`config.mk`:
```
export PLATFORM = sky130hd
export DESIGN_NAME = axi_resp_mux_n_flat
export DESIGN_NICKNAME = d
export VERILOG_FILES = /design/src/rtl/axi_resp_mux_n_if.sv /design/src/rtl/axi_resp_mux_n.sv /design/src/flat_wrapper.sv
export SDC_FILE = /design/constraint.sdc
export NUM_CORES = 1
export LEC_CHECK = 0
export CORE_UTILIZATION = 36
export CTS_CLUSTER_DIAMETER = 30
export DETAILED_ROUTE_END_ITERATION = 10
export PLACE_DENSITY = 0.8
export REMOVE_ABC_BUFFERS = 1
export SETUP_SLACK_MARGIN = 0.02
export SLEW_MARGIN = 20
export SYNTH_ARGS = -nofsm -noshare
export SYNTH_HDL_FRONTEND = slang
export SYNTH_SLANG_ARGS = --single-unit
```
`constraint.sdc`:
```
create_clock -name clk -period 3 [get_ports clk]
set_clock_uncertainty 0.15 [all_clocks]
set_input_delay 0.3 -clock clk [delete_from_list [all_inputs] [get_ports clk]]
set_output_delay 0.3 -clock clk [all_outputs]
set_load 0.03 [all_outputs]
```
`src/rtl/axi_resp_mux_n_if.sv`:
```
// Bundle of master-side request/handshake signals, per-slave response vectors and
// merged outputs for axi_resp_mux_n. The 'slave' modport is the mux's own view.
interface axi_resp_mux_n_if #(
    parameter int N_SLV  = 2,
    parameter int ID_W   = 4,
    parameter int DATA_W = 32
) ();
    logic                      m_awvalid;
    logic [ID_W-1:0]           m_awid;
    logic                      m_wvalid;
    logic                      m_wlast;
    logic                      m_bready;
    logic                      m_arvalid;
    logic [ID_W-1:0]           m_arid;
    logic [7:0]                m_arlen;
    logic                      m_rready;

    logic [N_SLV-1:0]          s_awready;
    logic [N_SLV-1:0]          s_wready;
    logic [N_SLV*ID_W-1:0]     s_bid;
    logic [2*N_SLV-1:0]        s_bresp;
    logic [N_SLV-1:0]          s_bvalid;
    logic [N_SLV-1:0]          s_arready;
    logic [N_SLV*ID_W-1:0]     s_rid;
    logic [N_SLV*DATA_W-1:0]   s_rdata;
    logic [2*N_SLV-1:0]        s_rresp;
    logic [N_SLV-1:0]          s_rlast;
    logic [N_SLV-1:0]          s_rvalid;

    logic                      awready;
    logic                      wready;
    logic                      bvalid;
    logic                      arready;
    logic                      rlast;
    logic                      rvalid;
    logic [ID_W-1:0]           bid;
    logic [ID_W-1:0]           rid;
    logic [1:0]                bresp;
    logic [1:0]                rresp;
    logic [DATA_W-1:0]         rdata;
    logic                      err_multi;
    logic [15:0]               err_timeout_cnt;

    modport slave (
        input  m_awvalid, m_awid, m_wvalid, m_wlast, m_bready,
               m_arvalid, m_arid, m_arlen, m_rready,
               s_awready, s_wready, s_bid, s_bresp, s_bvalid,
               s_arready, s_rid, s_rdata, s_rresp, s_rlast, s_rvalid,
        output awready, wready, bvalid, arready, rlast, rvalid,
               bid, rid, bresp, rresp, rdata, err_multi, err_timeout_cnt
    );

    modport master (
        output m_awvalid, m_awid, m_wvalid, m_wlast, m_bready,
               m_arvalid, m_arid, m_arlen, m_rready,
               s_awready, s_wready, s_bid, s_bresp, s_bvalid,
               s_arready, s_rid, s_rdata, s_rresp, s_rlast, s_rvalid,
        input  awready, wready, bvalid, arready, rlast, rvalid,
               bid, rid, bresp, rresp, rdata, err_multi, err_timeout_cnt
    );
endinterface

```
`src/rtl/axi_resp_mux_n.sv`:
```
// N-way AXI response combiner: the slave that takes an address owns its channel
// until the response completes; unclaimed requests time out and return DECERR.
module axi_resp_mux_n #(
    parameter int N_SLV       = 2,
    parameter int ID_W        = 4,
    parameter int DATA_W      = 32,
    parameter int TIMEOUT_CYC = 16
) (
    input  logic              clk,
    input  logic              rst,
    axi_resp_mux_n_if.slave   bus
);
    localparam int IDX_W = (N_SLV > 1) ? $clog2(N_SLV) : 1;
    localparam int TMR_W = $clog2(TIMEOUT_CYC + 1);
    localparam logic [TMR_W-1:0] TMR_LAST = TMR_W'(TIMEOUT_CYC - 1);
    localparam logic [TMR_W-1:0] TMR_ONE  = TMR_W'(1);

    typedef enum logic [1:0] {W_IDLE, W_OWN, W_DEC_W, W_DEC_B} w_state_e;
    typedef enum logic [1:0] {R_IDLE, R_OWN, R_DEC} r_state_e;

    function automatic logic [IDX_W-1:0] lowest_idx(input logic [N_SLV-1:0] v);
        lowest_idx = '0;
        for (int k = N_SLV - 1; k >= 0; k--) begin
            if (v[k]) lowest_idx = IDX_W'(k);
        end
    endfunction

    function automatic logic multi_hot(input logic [N_SLV-1:0] v);
        multi_hot = (v & (v - N_SLV'(1))) != '0;
    endfunction

    w_state_e          w_state_q, w_state_d;
    logic [IDX_W-1:0]  w_owner_q, w_owner_d;
    logic [TMR_W-1:0]  w_tmr_q, w_tmr_d;
    logic [ID_W-1:0]   w_id_q, w_id_d;
    logic              w_claim, w_to;

    r_state_e          r_state_q, r_state_d;
    logic [IDX_W-1:0]  r_owner_q, r_owner_d;
    logic [TMR_W-1:0]  r_tmr_q, r_tmr_d;
    logic [ID_W-1:0]   r_id_q, r_id_d;
    logic [8:0]        r_beats_q, r_beats_d;
    logic              r_claim, r_to;

    logic              err_multi_q, err_multi_d;
    logic [15:0]       err_to_q, err_to_d;
    logic [16:0]       to_sum;

    logic              awready, wready, bvalid;
    logic [ID_W-1:0]   bid;
    logic [1:0]        bresp;
    logic              arready, rvalid, rlast;
    logic [ID_W-1:0]   rid;
    logic [1:0]        rresp;
    logic [DATA_W-1:0] rdata;

    // Write channel
    always_comb begin
        w_state_d = w_state_q;
        w_owner_d = w_owner_q;
        w_tmr_d   = '0;
        w_id_d    = w_id_q;
        w_claim   = 1'b0;
        w_to      = 1'b0;
        awready   = 1'b0;
        wready    = 1'b0;
        bvalid    = 1'b0;
        bid       = '0;
        bresp     = 2'b00;
        unique case (w_state_q)
            W_IDLE: begin
                awready = |bus.s_awready;
                if (bus.m_awvalid && (|bus.s_awready)) begin
                    w_claim   = 1'b1;
                    w_owner_d = lowest_idx(bus.s_awready);
                    w_state_d = W_OWN;
                end else if (bus.m_awvalid) begin
                    if (w_tmr_q == TMR_LAST) begin
                        awready   = 1'b1;
                        w_to      = 1'b1;
                        w_id_d    = bus.m_awid;
                        w_state_d = W_DEC_W;
                    end else begin
                        w_tmr_d = w_tmr_q + TMR_ONE;
                    end
                end
            end
            W_OWN: begin
                wready = bus.s_wready[w_owner_q];
                bvalid = bus.s_bvalid[w_owner_q];
                bid    = bus.s_bid[w_owner_q*ID_W +: ID_W];
                bresp  = bus.s_bresp[w_owner_q*2 +: 2];
                if (bvalid && bus.m_bready) w_state_d = W_IDLE;
            end
            W_DEC_W: begin
                wready = 1'b1;
                if (bus.m_wvalid && bus.m_wlast) w_state_d = W_DEC_B;
            end
            W_DEC_B: begin
                bvalid = 1'b1;
                bresp  = 2'b11;
                bid    = w_id_q;
                if (bus.m_bready) w_state_d = W_IDLE;
            end
            default: w_state_d = W_IDLE;
        endcase
    end

    // Read channel
    always_comb begin
        r_state_d = r_state_q;
        r_owner_d = r_owner_q;
        r_tmr_d   = '0;
        r_id_d    = r_id_q;
        r_beats_d = r_beats_q;
        r_claim   = 1'b0;
        r_to      = 1'b0;
        arready   = 1'b0;
        rvalid    = 1'b0;
        rlast     = 1'b0;
        rid       = '0;
        rresp     = 2'b00;
        rdata     = '0;
        unique case (r_state_q)
            R_IDLE: begin
                arready = |bus.s_arready;
                if (bus.m_arvalid && (|bus.s_arready)) begin
                    r_claim   = 1'b1;
                    r_owner_d = lowest_idx(bus.s_arready);
                    r_state_d = R_OWN;
                end else if (bus.m_arvalid) begin
                    if (r_tmr_q == TMR_LAST) begin
                        arready   = 1'b1;
                        r_to      = 1'b1;
                        r_id_d    = bus.m_arid;
                        r_beats_d = {1'b0, bus.m_arlen} + 9'd1;
                        r_state_d = R_DEC;
                    end else begin
                        r_tmr_d = r_tmr_q + TMR_ONE;
                    end
                end
            end
            R_OWN: begin
                rvalid = bus.s_rvalid[r_owner_q];
                rlast  = bus.s_rlast[r_owner_q];
                rid    = bus.s_rid[r_owner_q*ID_W +: ID_W];
                rresp  = bus.s_rresp[r_owner_q*2 +: 2];
                rdata  = bus.s_rdata[r_owner_q*DATA_W +: DATA_W];
                if (rvalid && rlast && bus.m_rready) r_state_d = R_IDLE;
            end
            R_DEC: begin
                rvalid = 1'b1;
                rresp  = 2'b11;
                rid    = r_id_q;
                rlast  = (r_beats_q == 9'd1);
                if (bus.m_rready) begin
                    r_beats_d = r_beats_q - 9'd1;
                    if (rlast) r_state_d = R_IDLE;
                end
            end
            default: r_state_d = R_IDLE;
        endcase
    end

    // Both channels may time out in the same cycle, so the count can step by two
    always_comb begin
        to_sum      = {1'b0, err_to_q} + 17'(w_to) + 17'(r_to);
        err_to_d    = to_sum[16] ? 16'hFFFF : to_sum[15:0];
        err_multi_d = err_multi_q
                    | (w_claim && multi_hot(bus.s_awready))
                    | (r_claim && multi_hot(bus.s_arready));
    end

    always_ff @(posedge clk) begin
        if (rst) begin
            w_state_q   <= W_IDLE;
            w_owner_q   <= '0;
            w_tmr_q     <= '0;
            w_id_q      <= '0;
            r_state_q   <= R_IDLE;
            r_owner_q   <= '0;
            r_tmr_q     <= '0;
            r_id_q      <= '0;
            r_beats_q   <= '0;
            err_multi_q <= 1'b0;
            err_to_q    <= '0;
        end else begin
            w_state_q   <= w_state_d;
            w_owner_q   <= w_owner_d;
            w_tmr_q     <= w_tmr_d;
            w_id_q      <= w_id_d;
            r_state_q   <= r_state_d;
            r_owner_q   <= r_owner_d;
            r_tmr_q     <= r_tmr_d;
            r_id_q      <= r_id_d;
            r_beats_q   <= r_beats_d;
            err_multi_q <= err_multi_d;
            err_to_q    <= err_to_d;
        end
    end

    // Outputs are held at zero while reset is asserted
    assign bus.awready         = awready & ~rst;
    assign bus.wready          = wready & ~rst;
    assign bus.bvalid          = bvalid & ~rst;
    assign bus.bid             = rst ? '0 : bid;
    assign bus.bresp           = rst ? 2'b00 : bresp;
    assign bus.arready         = arready & ~rst;
    assign bus.rvalid          = rvalid & ~rst;
    assign bus.rlast           = rlast & ~rst;
    assign bus.rid             = rst ? '0 : rid;
    assign bus.rresp           = rst ? 2'b00 : rresp;
    assign bus.rdata           = rst ? '0 : rdata;
    assign bus.err_multi       = err_multi_q & ~rst;
    assign bus.err_timeout_cnt = rst ? 16'h0000 : err_to_q;

endmodule

```
`src/flat_wrapper.sv`:
```
// flat-port wrapper written by rule: the top's interface ports become plain ports
module axi_resp_mux_n_flat 
#(
    parameter int N_SLV       = 2,
    parameter int ID_W        = 4,
    parameter int DATA_W      = 32,
    parameter int TIMEOUT_CYC = 16
)
  (clk, rst, bus_m_awvalid, bus_m_awid, bus_m_wvalid, bus_m_wlast, bus_m_bready, bus_m_arvalid, bus_m_arid, bus_m_arlen, bus_m_rready, bus_s_awready, bus_s_wready, bus_s_bid, bus_s_bresp, bus_s_bvalid, bus_s_arready, bus_s_rid, bus_s_rdata, bus_s_rresp, bus_s_rlast, bus_s_rvalid, bus_awready, bus_wready, bus_bvalid, bus_arready, bus_rlast, bus_rvalid, bus_bid, bus_rid, bus_bresp, bus_rresp, bus_rdata, bus_err_multi, bus_err_timeout_cnt);
  axi_resp_mux_n_if #(.N_SLV(N_SLV), .ID_W(ID_W), .DATA_W(DATA_W)) bus_i ();
  input  logic clk;
  input  logic rst;
  input wire logic [$bits(bus_i.m_awvalid)-1:0] bus_m_awvalid;
  input wire logic [$bits(bus_i.m_awid)-1:0] bus_m_awid;
  input wire logic [$bits(bus_i.m_wvalid)-1:0] bus_m_wvalid;
  input wire logic [$bits(bus_i.m_wlast)-1:0] bus_m_wlast;
  input wire logic [$bits(bus_i.m_bready)-1:0] bus_m_bready;
  input wire logic [$bits(bus_i.m_arvalid)-1:0] bus_m_arvalid;
  input wire logic [$bits(bus_i.m_arid)-1:0] bus_m_arid;
  input wire logic [$bits(bus_i.m_arlen)-1:0] bus_m_arlen;
  input wire logic [$bits(bus_i.m_rready)-1:0] bus_m_rready;
  input wire logic [$bits(bus_i.s_awready)-1:0] bus_s_awready;
  input wire logic [$bits(bus_i.s_wready)-1:0] bus_s_wready;
  input wire logic [$bits(bus_i.s_bid)-1:0] bus_s_bid;
  input wire logic [$bits(bus_i.s_bresp)-1:0] bus_s_bresp;
  input wire logic [$bits(bus_i.s_bvalid)-1:0] bus_s_bvalid;
  input wire logic [$bits(bus_i.s_arready)-1:0] bus_s_arready;
  input wire logic [$bits(bus_i.s_rid)-1:0] bus_s_rid;
  input wire logic [$bits(bus_i.s_rdata)-1:0] bus_s_rdata;
  input wire logic [$bits(bus_i.s_rresp)-1:0] bus_s_rresp;
  input wire logic [$bits(bus_i.s_rlast)-1:0] bus_s_rlast;
  input wire logic [$bits(bus_i.s_rvalid)-1:0] bus_s_rvalid;
  output wire logic [$bits(bus_i.awready)-1:0] bus_awready;
  output wire logic [$bits(bus_i.wready)-1:0] bus_wready;
  output wire logic [$bits(bus_i.bvalid)-1:0] bus_bvalid;
  output wire logic [$bits(bus_i.arready)-1:0] bus_arready;
  output wire logic [$bits(bus_i.rlast)-1:0] bus_rlast;
  output wire logic [$bits(bus_i.rvalid)-1:0] bus_rvalid;
  output wire logic [$bits(bus_i.bid)-1:0] bus_bid;
  output wire logic [$bits(bus_i.rid)-1:0] bus_rid;
  output wire logic [$bits(bus_i.bresp)-1:0] bus_bresp;
  output wire logic [$bits(bus_i.rresp)-1:0] bus_rresp;
  output wire logic [$bits(bus_i.rdata)-1:0] bus_rdata;
  output wire logic [$bits(bus_i.err_multi)-1:0] bus_err_multi;
  output wire logic [$bits(bus_i.err_timeout_cnt)-1:0] bus_err_timeout_cnt;
  assign bus_i.m_awvalid = bus_m_awvalid;
  assign bus_i.m_awid = bus_m_awid;
  assign bus_i.m_wvalid = bus_m_wvalid;
  assign bus_i.m_wlast = bus_m_wlast;
  assign bus_i.m_bready = bus_m_bready;
  assign bus_i.m_arvalid = bus_m_arvalid;
  assign bus_i.m_arid = bus_m_arid;
  assign bus_i.m_arlen = bus_m_arlen;
  assign bus_i.m_rready = bus_m_rready;
  assign bus_i.s_awready = bus_s_awready;
  assign bus_i.s_wready = bus_s_wready;
  assign bus_i.s_bid = bus_s_bid;
  assign bus_i.s_bresp = bus_s_bresp;
  assign bus_i.s_bvalid = bus_s_bvalid;
  assign bus_i.s_arready = bus_s_arready;
  assign bus_i.s_rid = bus_s_rid;
  assign bus_i.s_rdata = bus_s_rdata;
  assign bus_i.s_rresp = bus_s_rresp;
  assign bus_i.s_rlast = bus_s_rlast;
  assign bus_i.s_rvalid = bus_s_rvalid;
  assign bus_awready = bus_i.awready;
  assign bus_wready = bus_i.wready;
  assign bus_bvalid = bus_i.bvalid;
  assign bus_arready = bus_i.arready;
  assign bus_rlast = bus_i.rlast;
  assign bus_rvalid = bus_i.rvalid;
  assign bus_bid = bus_i.bid;
  assign bus_rid = bus_i.rid;
  assign bus_bresp = bus_i.bresp;
  assign bus_rresp = bus_i.rresp;
  assign bus_rdata = bus_i.rdata;
  assign bus_err_multi = bus_i.err_multi;
  assign bus_err_timeout_cnt = bus_i.err_timeout_cnt;
  axi_resp_mux_n #(.N_SLV(N_SLV), .ID_W(ID_W), .DATA_W(DATA_W), .TIMEOUT_CYC(TIMEOUT_CYC)) u_core (.clk(clk), .rst(rst), .bus(bus_i));
endmodule
```
==> reports/results.ini <==
[outcome]
status=finished, final reports clean

[route]
drt_pass1_iterations=4
drc_violation_count_after_routing=0
drt-vias-per-instance=5.14
routed_wirelength_microns=12500
drt-wirelength-per-cell_microns=15.8
antenna_violating_nets_post_route=0
initialDrtViolationCount=156
via_count=4077

[die]
die_h_microns=101
initial_core_util_pct=37.8
floorplan.die_area_sq_um=10300
fp.coreArea_sq_um=9420
pin_count=191
num_rows=35
dieWidth_microns=101

[grt]
globalRoute.busiestLayer=met2
grt_antenna_before_repair=1
global_route.usage.met2_pct=45.5
globalRoute.totalOverflow=0
use_met1_pct=24.4
maximum_number_of_pins_on_one_net_before_global_route_repair=33
first_pass_grt_wire_length_microns=18700
grt_use_met3_pct=4.07
via_count_of_the_first_global_routing_pass=3965
gr-usage-all-layers_pct=23.0

[power_and_ir_drop]
irDropWorstVdd_mv=0.223
power_mw=2.26
power_report.internal_total_mw=1.46
power_switching_share_pct=35.2
power.share.combinational_pct=44.7
total_switching_power_uw=794
clkPwrFrac_pct=20.8
sequentialPowerShare_pct=34.5
power_per_cell_area_nw_per_um2=368
p_leak_nw=2.25

[timing]
achievable-frequency_mhz=335
finalHoldViolations=0
setup_violations=0
period_share_pct=99.4
final_max_slew_viol_count=0
min_period_ns=2.98
maxSlewHeadroom_pct=63.6
rsz0062_at_grt=true
slew_at_the_pin_with_the_worst_max_slew_slack_ns=0.546

[logic_synthesis]
synth.distinct_cells=52
yosys_most_used_dff=sky130_fd_sc_hd__dfxtp_1
yosysSeqAreaShare_pct=28.1
post-synth-top-area-fraction_pct=28.1
mappedNetlistArea_sq_um=3560
gate_count_after_technology_mapping=448
asyncSetResetFlopFracSynth_pct=0
postSynthAreaPerCell_sq_um=7.95
post_synth_main_area_contributors=sky130_fd_sc_hd__dfxtp_1 (28%), sky130_fd_sc_hd__mux2i_1 (12%), sky130_fd_sc_hd__nor2_1 (8.5%)
synthDominantAreaCellType=sky130_fd_sc_hd__dfxtp_1
synthesis.yosys.warnings=0
synth_edf_count=0
synth_seq_cells=50

[layout]
final-seq-area_sq_um=1000
synthToLayoutAreaGrowth_pct=71.8
fin_nets=801
multi_input_area_sq_um=2520
layout-drive-gt1-share_pct=16.5
design_area_sq_um=6120
fill_cells=800
fin_util_pct=65.0

[placed_design]
place_area_sq_um=5740
place.detailed.hpwl_microns=9770
globalplace.congestion=0.851
port-buffer-count=190

[hold_path]
hold_path.class=input port to flip-flop

[cts]
cts_htree_levels=2
clk-insertion-delay-late_ns=0.30
cts.root.buffer_cell=sky130_fd_sc_hd__clkbuf_8
numCtsBuffers=5
hold_buffers=0
cts.sinks=50
clock_tree.buffer_depth=2
clk_transition_reported_paths_ns=0.09
cts_tree=done

[critical_path]
critical_path_peak_fanout=2
crit_path_end_kind=flip-flop
worst_ep_required_time_ns=3.04
cp.arrival_ns=3.03
setup.worst_path.class=flip-flop to flip-flop
critical_path.startpoint_type=flip-flop

[flow_run]
maxCapViolCount=0

worst max-delay path, cell delays in order (launching register included):
cell,delay (ns)
sky130_fd_sc_hd__dfxtp_2,0.37
sky130_fd_sc_hd__ha_4,0.14
sky130_fd_sc_hd__and3_4,0.19
sky130_fd_sc_hd__ha_4,0.12
sky130_fd_sc_hd__nand4bb_1,0.14
sky130_fd_sc_hd__or2_4,0.28
sky130_fd_sc_hd__fa_2,0.37
sky130_fd_sc_hd__inv_2,0.07
sky130_fd_sc_hd__ha_4,0.12
sky130_fd_sc_hd__and3_4,0.18
sky130_fd_sc_hd__nand4_1,0.13
sky130_fd_sc_hd__buf_4,0.18
sky130_fd_sc_hd__nor2_4,0.07
sky130_fd_sc_hd__nand2_2,0.06
sky130_fd_sc_hd__mux2_4,0.29
per-stage QoR:
step,setup WS [ns],instances,hold WS [ns],setup TNS (ns)
floorplan,-0.244,419,0.212,-2.99
global placement,-0.158,768,0.280,-2.03
detailed placement,-0.221,768,0.292,-2.86
CTS,0.0337,787,0.106,0
global route,-0.123,792,0.113,-1.33
finish,0.0167,793,0.120,0
synth_stat cells, drive strengths merged (4+ instances only):
cell type  instances
a21oi             39
a22oi              9
and3               8
buf               11
clkbuf            18
dfxtp             50
ha                15
inv               19
mux2              17
mux2i             43
nand2             19
nand3              8
nand4              8
nor2              81
nor2b             17
nor3               5
o21ai             10
o22ai              4
or2                4
xnor2             11
xor2               9
cell type report:
class | instances | share of cell area, %
repair buffers | 235 | 36.8
clock inverters | 1 | 0.490
clock buffers | 7 | 1.25
multi-input cells | 349 | 41.1
diodes | 2 | 0.0817
inverters | 20 | 1.23
flip-flops and latches | 50 | 16.4
well taps | 129 | 2.64
sequential cells by signal, indices dropped and copies added (netlist names):
register	cells
u_core.w_tmr_q	5
u_core.r_owner_q	1
u_core.w_state_q	2
u_core.err_to_q	16
u_core.r_tmr_q	5
u_core.r_id_q	4
u_core.r_beats_q	9
u_core.r_state_q	2
u_core.w_owner_q	1
u_core.err_multi_q	1
u_core.w_id_q	4
power groups by stage:
stage          Sequential [mW]  Combinational (mW)  Clock (mW)
2_1_floorplan            0.787               0.559           0
3_3_place_gp             0.788               0.954           0
3_5_place_dp             0.794               0.975           0
4_1_cts                  0.778               0.980       0.480
5_1_grt                  0.787                1.10       0.505
6_report                 0.779                1.01       0.469
repair_timing:
item,CTS,global route
pin swaps,5,10
gates cloned,0,1
endpoints found under the setup margin,16,25
gates resized for setup,21,21
setup buffers,11,4
cells in the final DEF, fill, tap and decap left out, types with 9 or more instances in the layout:
cell type,count
sky130_fd_sc_hd__a21oi_2,14
sky130_fd_sc_hd__ha_1,12
sky130_fd_sc_hd__nor2b_1,15
sky130_fd_sc_hd__xor2_1,9
sky130_fd_sc_hd__xnor2_1,11
sky130_fd_sc_hd__nor2_1,80
sky130_fd_sc_hd__a22oi_1,9
sky130_fd_sc_hd__mux2_2,15
sky130_fd_sc_hd__a21oi_1,24
sky130_fd_sc_hd__buf_4,41
sky130_fd_sc_hd__nand2_1,18
sky130_fd_sc_hd__clkdlybuf4s50_1,188
sky130_fd_sc_hd__dfxtp_1,47
sky130_fd_sc_hd__mux2i_1,43
sky130_fd_sc_hd__inv_1,18
path summary, 6_finish.rpt:
check | startpoint | cells after the start | slack [ns] | endpoint
worst max-delay path | u_core.r_tmr_q[0] | 14 | 0.02 | u_core.err_to_q[14]
worst min-delay path | rst | 2 | 0.12 | u_core.r_id_q[2]
worst max register to register | u_core.r_tmr_q[0] | 14 | 0.02 | u_core.err_to_q[14]
worst min register to register | u_core.w_tmr_q[0] | 1 | 0.30 | u_core.w_tmr_q[0]
cells by family after synthesis:
kind of cell | count (synthesis) | share of synthesized area (%)
AND/OR/NAND/NOR | 166 | 22.9
XOR/XNOR | 20 | 4.92
multiplexers | 60 | 17.5
flip-flops | 50 | 28.1
AO/OA/AOI/OAI | 87 | 15.4
buffers and inverters | 49 | 5.37
adder cells (fa/ha/maj) | 16 | 5.83
metal layers:
metal / up-vias / wire [microns]
met1: 1914 / 4800
met5: - / 0
met2: 145 / 6750
met3: 18 / 750
met4: 0 / 225
li1: 2000 / -
Note: power is estimated with default switching activity, not from simulation.
